[config.mk]
export PLATFORM = sky130hd
export DESIGN_NAME = issue_scheduler
export DESIGN_NICKNAME = d
export VERILOG_FILES = /design/src/rtl/issue_scheduler.sv
export SDC_FILE = /design/constraint.sdc
export NUM_CORES = 1
export LEC_CHECK = 0
export CORE_AREA = 8 8 126 151
export CTS_BUF_LIST = sky130_fd_sc_hd__clkbuf_4 sky130_fd_sc_hd__clkbuf_8 sky130_fd_sc_hd__clkbuf_16
export CTS_CLUSTER_SIZE = 28
export DETAILED_ROUTE_END_ITERATION = 16
export DIE_AREA = 0 0 134 159
export GPL_TIMING_DRIVEN = 0
export MAX_ROUTING_LAYER = met4
export PLACE_DENSITY = 0.86
export SYNTH_ARGS = -nofsm -noshare
export SYNTH_HDL_FRONTEND = slang
export SYNTH_SLANG_ARGS = --single-unit
[constraint.sdc]
create_clock -name CLK -period 10.8 [get_ports CLK]
set_input_delay 1.62 -clock CLK [delete_from_list [all_inputs] [get_ports CLK]]
set_output_delay 1.62 -clock CLK [all_outputs]
set_load 0.1 [all_outputs]
[src/rtl/issue_scheduler.sv]
// Round-robin issue scheduler: picks one valid, hazard-free pool slot per cycle into a
// registered valid/ready output stage, tracking in-flight destinations in a busy scoreboard.
module issue_scheduler #(
   parameter int COP_NUMS = 32'd1,
   parameter int PNUMS    = COP_NUMS + 1
) (
   input  logic                CLK,
   input  logic                RST_N,
   input  logic                FLUSH,
   input  logic [32*PNUMS-1:0] POOL_PC,
   input  logic [17*PNUMS-1:0] POOL_OPCODE,
   input  logic [5*PNUMS-1:0]  POOL_RD,
   input  logic [5*PNUMS-1:0]  POOL_RS1,
   input  logic [5*PNUMS-1:0]  POOL_RS2,
   input  logic [32*PNUMS-1:0] POOL_RINST,
   output logic [PNUMS-1:0]    POOL_ACCEPT,
   output logic                ISSUE_VALID,
   input  logic                ISSUE_READY,
   output logic [PNUMS-1:0]    ISSUE_SLOT,
   output logic [31:0]         ISSUE_PC,
   output logic [16:0]         ISSUE_OPCODE,
   output logic [4:0]          ISSUE_RD,
   output logic [4:0]          ISSUE_RS1,
   output logic [4:0]          ISSUE_RS2,
   output logic [31:0]         ISSUE_RINST,
   input  logic                WB_VALID,
   input  logic [4:0]          WB_RD,
   output logic [31:0]         BUSY_REGS
);

   localparam int PW = (PNUMS > 1) ? $clog2(PNUMS) : 1;

   // Handshake: the output stage transfers on a cycle where ISSUE_VALID && ISSUE_READY;
   // while ISSUE_VALID is high and ISSUE_READY is low every ISSUE_* output holds stable.
   logic             valid_q, valid_d;
   logic [PNUMS-1:0] slot_q, slot_d;
   logic [31:0]      pc_q, pc_d;
   logic [16:0]      opcode_q, opcode_d;
   logic [4:0]       rd_q, rd_d;
   logic [4:0]       rs1_q, rs1_d;
   logic [4:0]       rs2_q, rs2_d;
   logic [31:0]      rinst_q, rinst_d;
   logic [31:0]      busy_q, busy_d;
   logic [PW-1:0]    ptr_q, ptr_d;

   logic [PNUMS-1:0] slot_elig;
   logic [PNUMS-1:0] grant_oh;
   logic             found;
   logic             grant;
   logic [PW-1:0]    grant_idx;
   logic [31:0]      sel_pc;
   logic [16:0]      sel_opcode;
   logic [4:0]       sel_rd;
   logic [4:0]       sel_rs1;
   logic [4:0]       sel_rs2;
   logic [31:0]      sel_rinst;

   // Hazards look only at the registered scoreboard; a same-cycle writeback does not bypass.
   always_comb begin
      slot_elig = '0;
      for (int k = 0; k < PNUMS; k++) begin
         slot_elig[k] = (POOL_RINST[32*k +: 32] != 32'hFFFF_FFFF)
                     && !((POOL_RS1[5*k +: 5] != 5'd0) && busy_q[POOL_RS1[5*k +: 5]])
                     && !((POOL_RS2[5*k +: 5] != 5'd0) && busy_q[POOL_RS2[5*k +: 5]])
                     && !((POOL_RD[5*k +: 5]  != 5'd0) && busy_q[POOL_RD[5*k +: 5]]);
      end
   end

   // Two passes give the wrapped order ptr..PNUMS-1 then 0..ptr-1.
   always_comb begin
      found     = 1'b0;
      grant_idx = '0;
      for (int k = 0; k < PNUMS; k++) begin
         if (!found && (k >= int'(ptr_q)) && slot_elig[k]) begin
            found     = 1'b1;
            grant_idx = PW'(k);
         end
      end
      for (int k = 0; k < PNUMS; k++) begin
         if (!found && (k < int'(ptr_q)) && slot_elig[k]) begin
            found     = 1'b1;
            grant_idx = PW'(k);
         end
      end
   end

   assign grant = RST_N && !FLUSH && (!valid_q || ISSUE_READY) && found;

   always_comb begin
      grant_oh = '0;
      for (int k = 0; k < PNUMS; k++) begin
         grant_oh[k] = grant && (grant_idx == PW'(k));
      end
   end

   assign POOL_ACCEPT = grant_oh;

   always_comb begin
      sel_pc     = '0;
      sel_opcode = '0;
      sel_rd     = '0;
      sel_rs1    = '0;
      sel_rs2    = '0;
      sel_rinst  = '0;
      for (int k = 0; k < PNUMS; k++) begin
         if (grant_oh[k]) begin
            sel_pc     = POOL_PC[32*k +: 32];
            sel_opcode = POOL_OPCODE[17*k +: 17];
            sel_rd     = POOL_RD[5*k +: 5];
            sel_rs1    = POOL_RS1[5*k +: 5];
            sel_rs2    = POOL_RS2[5*k +: 5];
            sel_rinst  = POOL_RINST[32*k +: 32];
         end
      end
   end

   always_comb begin
      valid_d  = valid_q;
      slot_d   = slot_q;
      pc_d     = pc_q;
      opcode_d = opcode_q;
      rd_d     = rd_q;
      rs1_d    = rs1_q;
      rs2_d    = rs2_q;
      rinst_d  = rinst_q;
      busy_d   = busy_q;
      ptr_d    = ptr_q;
      if (FLUSH) begin
         valid_d = 1'b0;
         busy_d  = '0;
         ptr_d   = '0;
      end else begin
         // Clear before set so a same-register set in this cycle leaves the bit at 1.
         if (WB_VALID) busy_d[WB_RD] = 1'b0;
         if (grant) begin
            valid_d  = 1'b1;
            slot_d   = grant_oh;
            pc_d     = sel_pc;
            opcode_d = sel_opcode;
            rd_d     = sel_rd;
            rs1_d    = sel_rs1;
            rs2_d    = sel_rs2;
            rinst_d  = sel_rinst;
            if (sel_rd != 5'd0) busy_d[sel_rd] = 1'b1;
            if (int'(grant_idx) == PNUMS - 1) ptr_d = '0;
            else ptr_d = grant_idx + 1'b1;
         end else if (ISSUE_READY) begin
            valid_d = 1'b0;
         end
      end
      busy_d[0] = 1'b0;
   end

   always_ff @(posedge CLK or negedge RST_N) begin
      if (!RST_N) begin
         valid_q  <= 1'b0;
         slot_q   <= '0;
         pc_q     <= '0;
         opcode_q <= '0;
         rd_q     <= '0;
         rs1_q    <= '0;
         rs2_q    <= '0;
         rinst_q  <= 32'h0000_0013;
         busy_q   <= '0;
         ptr_q    <= '0;
      end else begin
         valid_q  <= valid_d;
         slot_q   <= slot_d;
         pc_q     <= pc_d;
         opcode_q <= opcode_d;
         rd_q     <= rd_d;
         rs1_q    <= rs1_d;
         rs2_q    <= rs2_d;
         rinst_q  <= rinst_d;
         busy_q   <= busy_d;
         ptr_q    <= ptr_d;
      end
   end

   assign ISSUE_VALID  = valid_q;
   assign ISSUE_SLOT   = slot_q;
   assign ISSUE_PC     = pc_q;
   assign ISSUE_OPCODE = opcode_q;
   assign ISSUE_RD     = rd_q;
   assign ISSUE_RS1    = rs1_q;
   assign ISSUE_RS2    = rs2_q;
   assign ISSUE_RINST  = rinst_q;
   assign BUSY_REGS    = busy_q;

endmodule

-- After elaboration in Yosys (flattened, before gate mapping)
Index checks and enable logic that the tools add are counted.
- register bits: 131
- bits of input ports: 202
- output and inout port bits: 133
- logic and storage cells: 118
- add/sub/neg operators: 1
- $lt $le $gt $ge: 12
- eq/ne operators: 2
- muxes and demuxes: 44
- bitwise gates (word level): 5
- reduce and logical (&&, ||, !) cells: 44
- operators with widths (operator ; number):
    $mux 32 ; 9
    $ne 32x32->1 const B ; 2
    $lt 5x6->1 const B ; 8
    $reduce_bool 5->1 ; 7
    $mux 17 ; 2
    $and 32x32->32 ; 1
    $not 32->32 ; 1
    $or 32x32->32 ; 1
    $bmux 1 s5 ; 6
    $mux 5 ; 6
    $logic_and 1x1->1 ; 23
    $mux 1 ; 19
    $demux 1 s5 ; 2
    $ge 5x1->1 const B ; 2
    $logic_not 1->1 ; 10
    $reduce_bool 3->1 ; 1
    $not 1->1 ; 2
    $reduce_and 2->1 ; 1
    $reduce_bool 2->1 ; 1
    $add 1x1->1 const B ; 1
    $ge 1x1->1 const A ; 1
    $logic_or 1x1->1 ; 1
    $lt 1x1->1 const A ; 1

-- Depth between registers and ports, before layout
Gate-level depths: netlist (run 1).
- word-level depth: 28
- gate-level depth with buffers: 13
- mapped depth without buffers: 9

-- Worst setup path after synthesis (run 1)
Ideal clock, no wire load.
- kind: input to output
- start: in POOL_RS1[1]
- end: out POOL_ACCEPT[0]
- arrival: 4.328 ns
- data required time: 9.180 ns
- slack: 4.852 ns
- stages on the path: 8
- buffers on the path: 3
- path through: clkbuf_1 -> mux4_2 -> o2111ai_1 -> nand4_1 -> or4_4 -> a2111oi_4 -> buf_4 -> buf_2
- cells in the longest elaborated chain, start to end: 18
- elaborated cells on any way between the ends: 22
- those cells by class: mux: 7; bitwise: 1; reduce/logical: 14
- ends and longest elaborated chain (item ; RTL line ; RTL):
    start: declaration ; 13 ; input logic [5*PNUMS-1:0] POOL_RS1,
    $bmux 1 s5 ; 63 ; && !((POOL_RS1[5*k +: 5] != 5'd0) && busy_q[POOL_RS1[5*k +: 5]])
    $mux 1 (implied by the code) ; 63 ;
    $logic_and 1x1->1 * ; 63 ;
    $logic_not 1->1 * ; 63 ;
    $logic_and 1x1->1 * ; 63 ;
    $logic_and 1x1->1 * ; 64 ; && !((POOL_RS2[5*k +: 5] != 5'd0) && busy_q[POOL_RS2[5*k +: 5]])
    $logic_and 1x1->1 * ; 65 ; && !((POOL_RD[5*k +: 5] != 5'd0) && busy_q[POOL_RD[5*k +: 5]]);
    $logic_and 1x1->1 ; 74 ; if (!found && (k >= int'(ptr_q)) && slot_elig[k]) begin
    $mux 1 ; 74 ;
    $logic_not 1->1 ; 74 ;
    $logic_and 1x1->1 ; 74 ;
    $mux 1 ; 74 ;
    $logic_not 1->1 ; 80 ; if (!found && (k < int'(ptr_q)) && slot_elig[k]) begin
    $logic_and 1x1->1 (2 in a row) ; 80 ;
    $mux 1 ; 80 ;
    $logic_and 1x1->1 or $not 1->1 (tied branches) ; 87, 92 ;
    $logic_and 1x1->1 * ; 92 ; grant_oh[k] = grant && (grant_idx == PW'(k));
    end: declaration ; 16 ; output logic [PNUMS-1:0] POOL_ACCEPT,
Mark *: on every way between the ends. The rest lies on a longest branch, timed or not. The select of a mux whose other input is x is not followed.

-- Worst setup path in the final report (run 1)
- start: in POOL_RD[5]
- end: out POOL_ACCEPT[1]
- cells in the longest elaborated chain, start to end: 13
- elaborated cells on any way between the ends: 16
- those cells by class: mux: 6; reduce/logical: 10
- ends and longest elaborated chain (item ; RTL line ; RTL):
    start: declaration ; 12 ; input logic [5*PNUMS-1:0] POOL_RD,
    $bmux 1 s5 ; 65 ;
    $mux 1 (implied by the code) ; 65 ;
    $logic_and 1x1->1 * ; 65 ;
    $logic_not 1->1 * ; 65 ;
    $logic_and 1x1->1 * ; 65 ;
    $logic_and 1x1->1 * ; 74 ;
    $mux 1 ; 74 ;
    $logic_not 1->1 ; 80 ;
    $logic_and 1x1->1 (2 in a row) ; 80 ;
    $mux 1 ; 80 ;
    $logic_and 1x1->1 ; 87 ; assign grant = RST_N && !FLUSH && (!valid_q || ISSUE_READY) && found;
    $logic_and 1x1->1 * ; 92 ;
Marks and branches as above.

==> results of run 1 <==
## metal layers
metal  wire length (µm)  global-route usage  vias to the layer above
met2              17000               0.527                      686
li1                   -                   -                     3420
met3               3890              0.0887                      116
met5                  0                   -                        -
met4               1520               0.146                        0
met1              12300               0.385                     4035
## kinds of logic after synthesis
| family | after synthesis | share of synthesized area |
|---|---|---|
| AO/OA/AOI/OAI | 189 | 0.221 |
| buffers and inverters | 156 | 0.0863 |
| AND/OR/NAND/NOR | 155 | 0.115 |
| flip-flops | 131 | 0.438 |
| multiplexers | 62 | 0.140 |
| other | 1 | 0.000500 |
## cell usage after synthesis (all sizes together), types with 4 or more instances
library cell	number	area share
a21oi	8	0.0058
a222oi	92	0.12
a22oi	9	0.011
a32o	10	0.013
and3b	6	0.0070
buf	33	0.025
clkbuf	27	0.014
dfrtp	128	0.43
inv	96	0.048
mux2	8	0.013
mux2i	21	0.028
mux4	33	0.099
nand2	42	0.021
nand2b	10	0.0083
nand3	19	0.013
nand3b	6	0.0060
nand4	17	0.014
nor2	13	0.0068
nor2b	11	0.0092
nor3	4	0.0027
nor3b	7	0.0070
nor4	5	0.0042
o211ai	13	0.013
o21ai	29	0.019
## how the worst max path moves through the flow
| stage | end | cells after the start | slack (ps) | start |
|---|---|---|---|---|
| after floorplan | POOL_ACCEPT[0] | 8 | 4850 | POOL_RS1[1] |
| after global placement | POOL_ACCEPT[1] | 8 | -1090 | RST_N |
| after detailed placement | POOL_ACCEPT[1] | 12 | 2920 | POOL_RD[5] |
| after CTS | POOL_ACCEPT[1] | 12 | 2900 | POOL_RD[5] |
| after global routing | POOL_ACCEPT[1] | 12 | 2700 | POOL_RD[5] |
| final | POOL_ACCEPT[1] | 12 | 2860 | POOL_RD[5] |
## sequential cells by signal, indices dropped and copies added (netlist names)
signal / flops
BUSY_REGS: 31
ISSUE_OPCODE: 17
ISSUE_PC: 32
ISSUE_RD: 5
ISSUE_RINST: 32
ISSUE_RS1: 5
ISSUE_RS2: 5
ISSUE_SLOT: 2
ISSUE_VALID: 1
ptr_q: 1
## area by class of cell
cell class,count,area [µm²],share of cell area
multi-input cells,407,3570,0.309
well taps,216,270,0.0234
plain buffers,60,287,0.0248
clock inverters,11,104,0.00899
inverters,96,360,0.0312
repair buffers,319,3210,0.278
clock buffers,21,474,0.0410
flip-flops and latches,131,3280,0.284
## power by group
group | internal (mW) | switching, mW
registers | 0.603 | 0.0801
clock network | 0.338 | 0.236
logic | 0.343 | 1.07
total | 1.28 | 1.39
## worst max-delay path, delay by kind of cell
family                 cells  cell delay [ps]
buffers and inverters      6             2870
AO/OA/AOI/OAI              2              340
multiplexers               2              700
AND/OR/NAND/NOR            2              770
==> out/summary.txt, run 1 <==
Status: finished, final reports clean
DR WL/cell: 27.5 µm
Drt via density: 6.55
CTS Buf Count: 17
DRC: 0
R2R setup slack: 7020 ps
Buffers on Ports: 318
PnR Total Power: 2.67 mW
Design area: 11600 µm²
Largest net degree at the start of global routing: 71
Post-detail-place hpwl: 26100 µm
Vias in the first global route: 8598
Fillers: 1257
Clk slew on worst S/H paths: 60 ps
Initial antenna violation count: 0
Crit-path max FO: 10
Setup Buffers After CTS: 0
NumNets Final: 1234
Max-slew headroom: 0.233
Hold-fix buffers, CTS: 0
Pre-antenna DRT Iters: 8
DRT Wirelength: 34700 µm
Root Driver: clkbuf_16
Mapped Nets: 896
Max rail drop VDD: 0.000262 V
Worst slack, placed: 2920 ps
Dpl cell area: 11000 µm²
Top FF cell, synth: dfrtp_1
Sink Count: 131
Post-placement cell count: 1229
Clk_skew: 11.4 ps
Die Height: 159 µm
Cell variety after synth: 64
Asr flop ratio synth: 1.00
Worst r2r src: BUSY_REGS[8]
Hold_ws: 477 ps
Final Hold Vio Count: 0
Initial core utilization: 0.452
CP Cell Sequence: clkdlybuf4s50_1 > buf_2 > mux4_2 > mux2i_1 > o22ai_1 > or4_1 > nor3_1 > o31a_1 > buf_4 > buf_6 > buf_2 > clkdlybuf4s50_1
Post-synth EDFFs: 0
Core ar.: 16600 µm²
Critical Path Start Type: input port
FP Rows: 52
Mapped Area: 7490 µm²
Vias: 8257
# IOs: 335
Final setup fails: 0
Tcrit/Tclk final: 0.735
Most common cell after layout, fill and taps aside: clkdlybuf4s50_1
Critical R2R Capture: ISSUE_RINST[11]
Leakage power: 5.12 nW
Most frequent cells in the layout: clkdlybuf4s50_1 (317), dfrtp_1 (128), inv_1 (96)
Htree depth: 4
Peak Freq: 126 MHz
Initial DRC Count: 1637
ANT cells: 0
Worst-Skew Late Latency: 430 ps
Post-Layout Cell Count: 1261
Pwr/cell area: 231 nW/µm²
Layout cell share with drive strength beyond 1: 0.118
Flops & latches, synth: 131
Routability congestion estimate: 0.915
Setup TNS: 0 ps
Total global routing overflow: 0
Seq/Total Area, Yosys: 0.438
RSZ-0062 raised after global routing: false
Worst hold path type: flop to flop
Gr usage total: 0.331
Synth Area per Inst: 10.8 µm²
CTS tree: built
Chip width: 134 µm
Hold EP: ISSUE_SLOT[0]
CP peak stage delay: 1200 ps
CTS-repair resized insts: 0
Min-delay src: ISSUE_SLOT[0]
WP data required: 9180 ps
Syn. warnings: 0
Maxcap violations: 0
Post-layout min period: 7940 ps
Slowest stage cell, crit path: clkdlybuf4s50_1
Crit path kind: input port to primary output
Post-DRT Antenna Nets: 0
Syn-to-layout area delta: 54.2%
CP arrival: 6320 ps
Reg2Reg Depth: 11
Hold Path Stages: 1
Final WS setup: 2860 ps
CP Capture Type: primary output
Global-route wire length before repair: 52400 µm
Util after Layout: 0.696
Die area: 21300 µm²
CTS Buffer Depth: 2
Slew Viols, Final: 0
Slew @ Worst Pin: 1150 ps
Post-Synthesis Cells: 694
No activity file was read; power rests on OpenSTA's default activity.
==> inputs of run 2 (changes only) <==
Settings changed: CORE_AREA 8 8 126 151 to 8 8 136 163, DIE_AREA 0 0 134 159 to 0 0 144 171, PLACE_DENSITY 0.86 to 0.78.
Clock period 10.8 ns to 6.44 ns, I/O delays scaled along.
==> out/summary.txt, run 2 (same netlist as run 1, synthesis figures left out) <==
Vias: 8041
Sink Count: 131
Post-detail-place hpwl: 26600 µm
Initial core utilization: 0.386
GRT Max-Usage Layer: met2
Global-route wire length before repair: 50700 µm
Final Hold Vio Count: 0
Most frequent cells in the layout: clkdlybuf4s50_1 (315), dfrtp_1 (128), inv_1 (96)
Maxcap violations: 0
Int Power: 2.20 mW
Vias in the first global route: 8195
Buffers on Ports: 318
Switching Share: 0.512
Max rail drop VDD: 0.000315 V
Gr usage total: 0.284
CP delay by family, top: buffers and inverters
Most common cell after layout, fill and taps aside: clkdlybuf4s50_1
Worst hold path type: input port to async pin
Core ar.: 19400 µm²
CP arrival: 5270 ps
Syn-to-layout area delta: 55.3%
Routability congestion estimate: 0.936
Peak Freq: 160 MHz
DR WL/cell: 26.3 µm
Drt via density: 6.15
Clk slew on worst S/H paths: 60 ps
PnR Total Power: 4.51 mW
Clock share of power: 0.225
Net switching power: 2.31 mW
Post-layout min period: 6230 ps
Pre-antenna DRT Iters: 10
Die area: 24600 µm²
Root Driver: clkbuf_16
Crit path kind: input port to primary output
Slowest stage cell, crit path: dlygate4sd2_1
Die Height: 171 µm
CP Capture Type: primary output
CTS Buffer Depth: 2
Total global routing overflow: 0
Pwr/cell area: 388 nW/µm²
WP data required: 5470 ps
Final setup fails: 0
CP Cell Sequence: clkdlybuf4s50_1 > clkbuf_1 > mux4_2 > o2111ai_1 > nand4_1 > or4_4 > a2111oi_4 > buf_4 > buf_2 > dlygate4sd2_1
Reg2Reg Depth: 11
# IOs: 335
Dpl cell area: 11000 µm²
Max-slew headroom: 0.215
CP peak stage delay: 900 ps
Buffer and inverter count on the worst path: 5
CTS tree: built
Initial antenna violation count: 2
Htree depth: 4
Flop pwr share: 0.252
GR Util met3: 0.0558
Design area: 11600 µm²
Util after Layout: 0.600
DRT Wirelength: 34400 µm
Status: finished, final reports clean
Clk_skew: 13.2 ps
Worst-Skew Late Latency: 420 ps
Met1 capacity usage during global routing: 0.347
Chip width: 144 µm
RSZ-0062 raised after global routing: false
Met2 Use GR: 0.451
Hold-fix buffers, CTS: 0
Post-DRT Antenna Nets: 0
CTS Buf Count: 17
Tcrit/Tclk final: 0.968
Setup Buffers After CTS: 0
FP Rows: 56
Critical path depth: 10
Combinational power share: 0.523
Largest net degree at the start of global routing: 95
Critical Path Start Type: input port
Leakage power: 5.16 nW
Layout cell share with drive strength beyond 1: 0.119
Slew @ Worst Pin: 1170 ps
DRC: 0
Slew Viols, Final: 0
Crit-path max FO: 10
NumNets Final: 1234
Initial DRC Count: 1425
[run 2: final cells by class]
class	count	area [µm²]
Fill cell	1648	7770
Multi-Input combinational cell	407	3570
Sequential cell	131	3280
Timing Repair Buffer	319	3210
Clock buffer	18	433
Inverter	96	360
Tap cell	261	327
Buffer	60	287
Clock inverter	14	176
Antenna cell	2	5.00
[run 2: power groups by stage]
stage | logic [mW] | clock network, mW | registers, mW
6_report | 2.36 | 1.01 | 1.14
5_1_grt | 2.44 | 1.07 | 1.16
4_1_cts | 2.37 | 1.03 | 1.13
3_5_place_dp | 2.37 | 0 | 1.14
3_3_place_gp | 2.35 | 0 | 1.14
2_1_floorplan | 0.317 | 0 | 2.48
[run 2: path summary, 6_finish.rpt]
kind / start / end / slack [ps]
hold reg to reg: ISSUE_RD[3] / ISSUE_RD[3] / 480
setup / recovery: POOL_RS1[1] / POOL_ACCEPT[0] / 210
setup reg to reg: BUSY_REGS[9] / ISSUE_RINST[8] / 2640
hold / removal: RST_N / ISSUE_PC[11] / 440
max in group asynchronous: RST_N / ISSUE_RINST[1] / 5170
min in group CLK: ISSUE_RD[3] / ISSUE_RD[3] / 480
[run 2: metal layers]
layer,up-vias,share of wire
met4,0,0.034
met2,567,0.50
met3,100,0.092
met5,-,0
li1,3421,-
met1,3953,0.37
[run 2: per-stage QoR]
stage                     worst slack, ps  std cells  TNS, ps  hold slack [ps]
after floorplan                      1800        694        0              564
after global placement              -4040       1273  -418290              460
after detailed placement             -204       1274     -240              465
after CTS                            82.2       1306        0              439
after global routing                 16.5       1308        0              450
final                                 209       1308        0              440
[run 2: timing repair]
action	in CTS	in global routing
resized for setup	2	2
setup endpoints to repair	2	1
gates cloned	0	0
hold endpoints to repair	0	0
==> inputs of run 3 (changes only) <==
Settings changed: SLEW_MARGIN from default to 0.
==> results of run 3 <==
No change in the layout: final DEF, timing and power equal those of run 2.
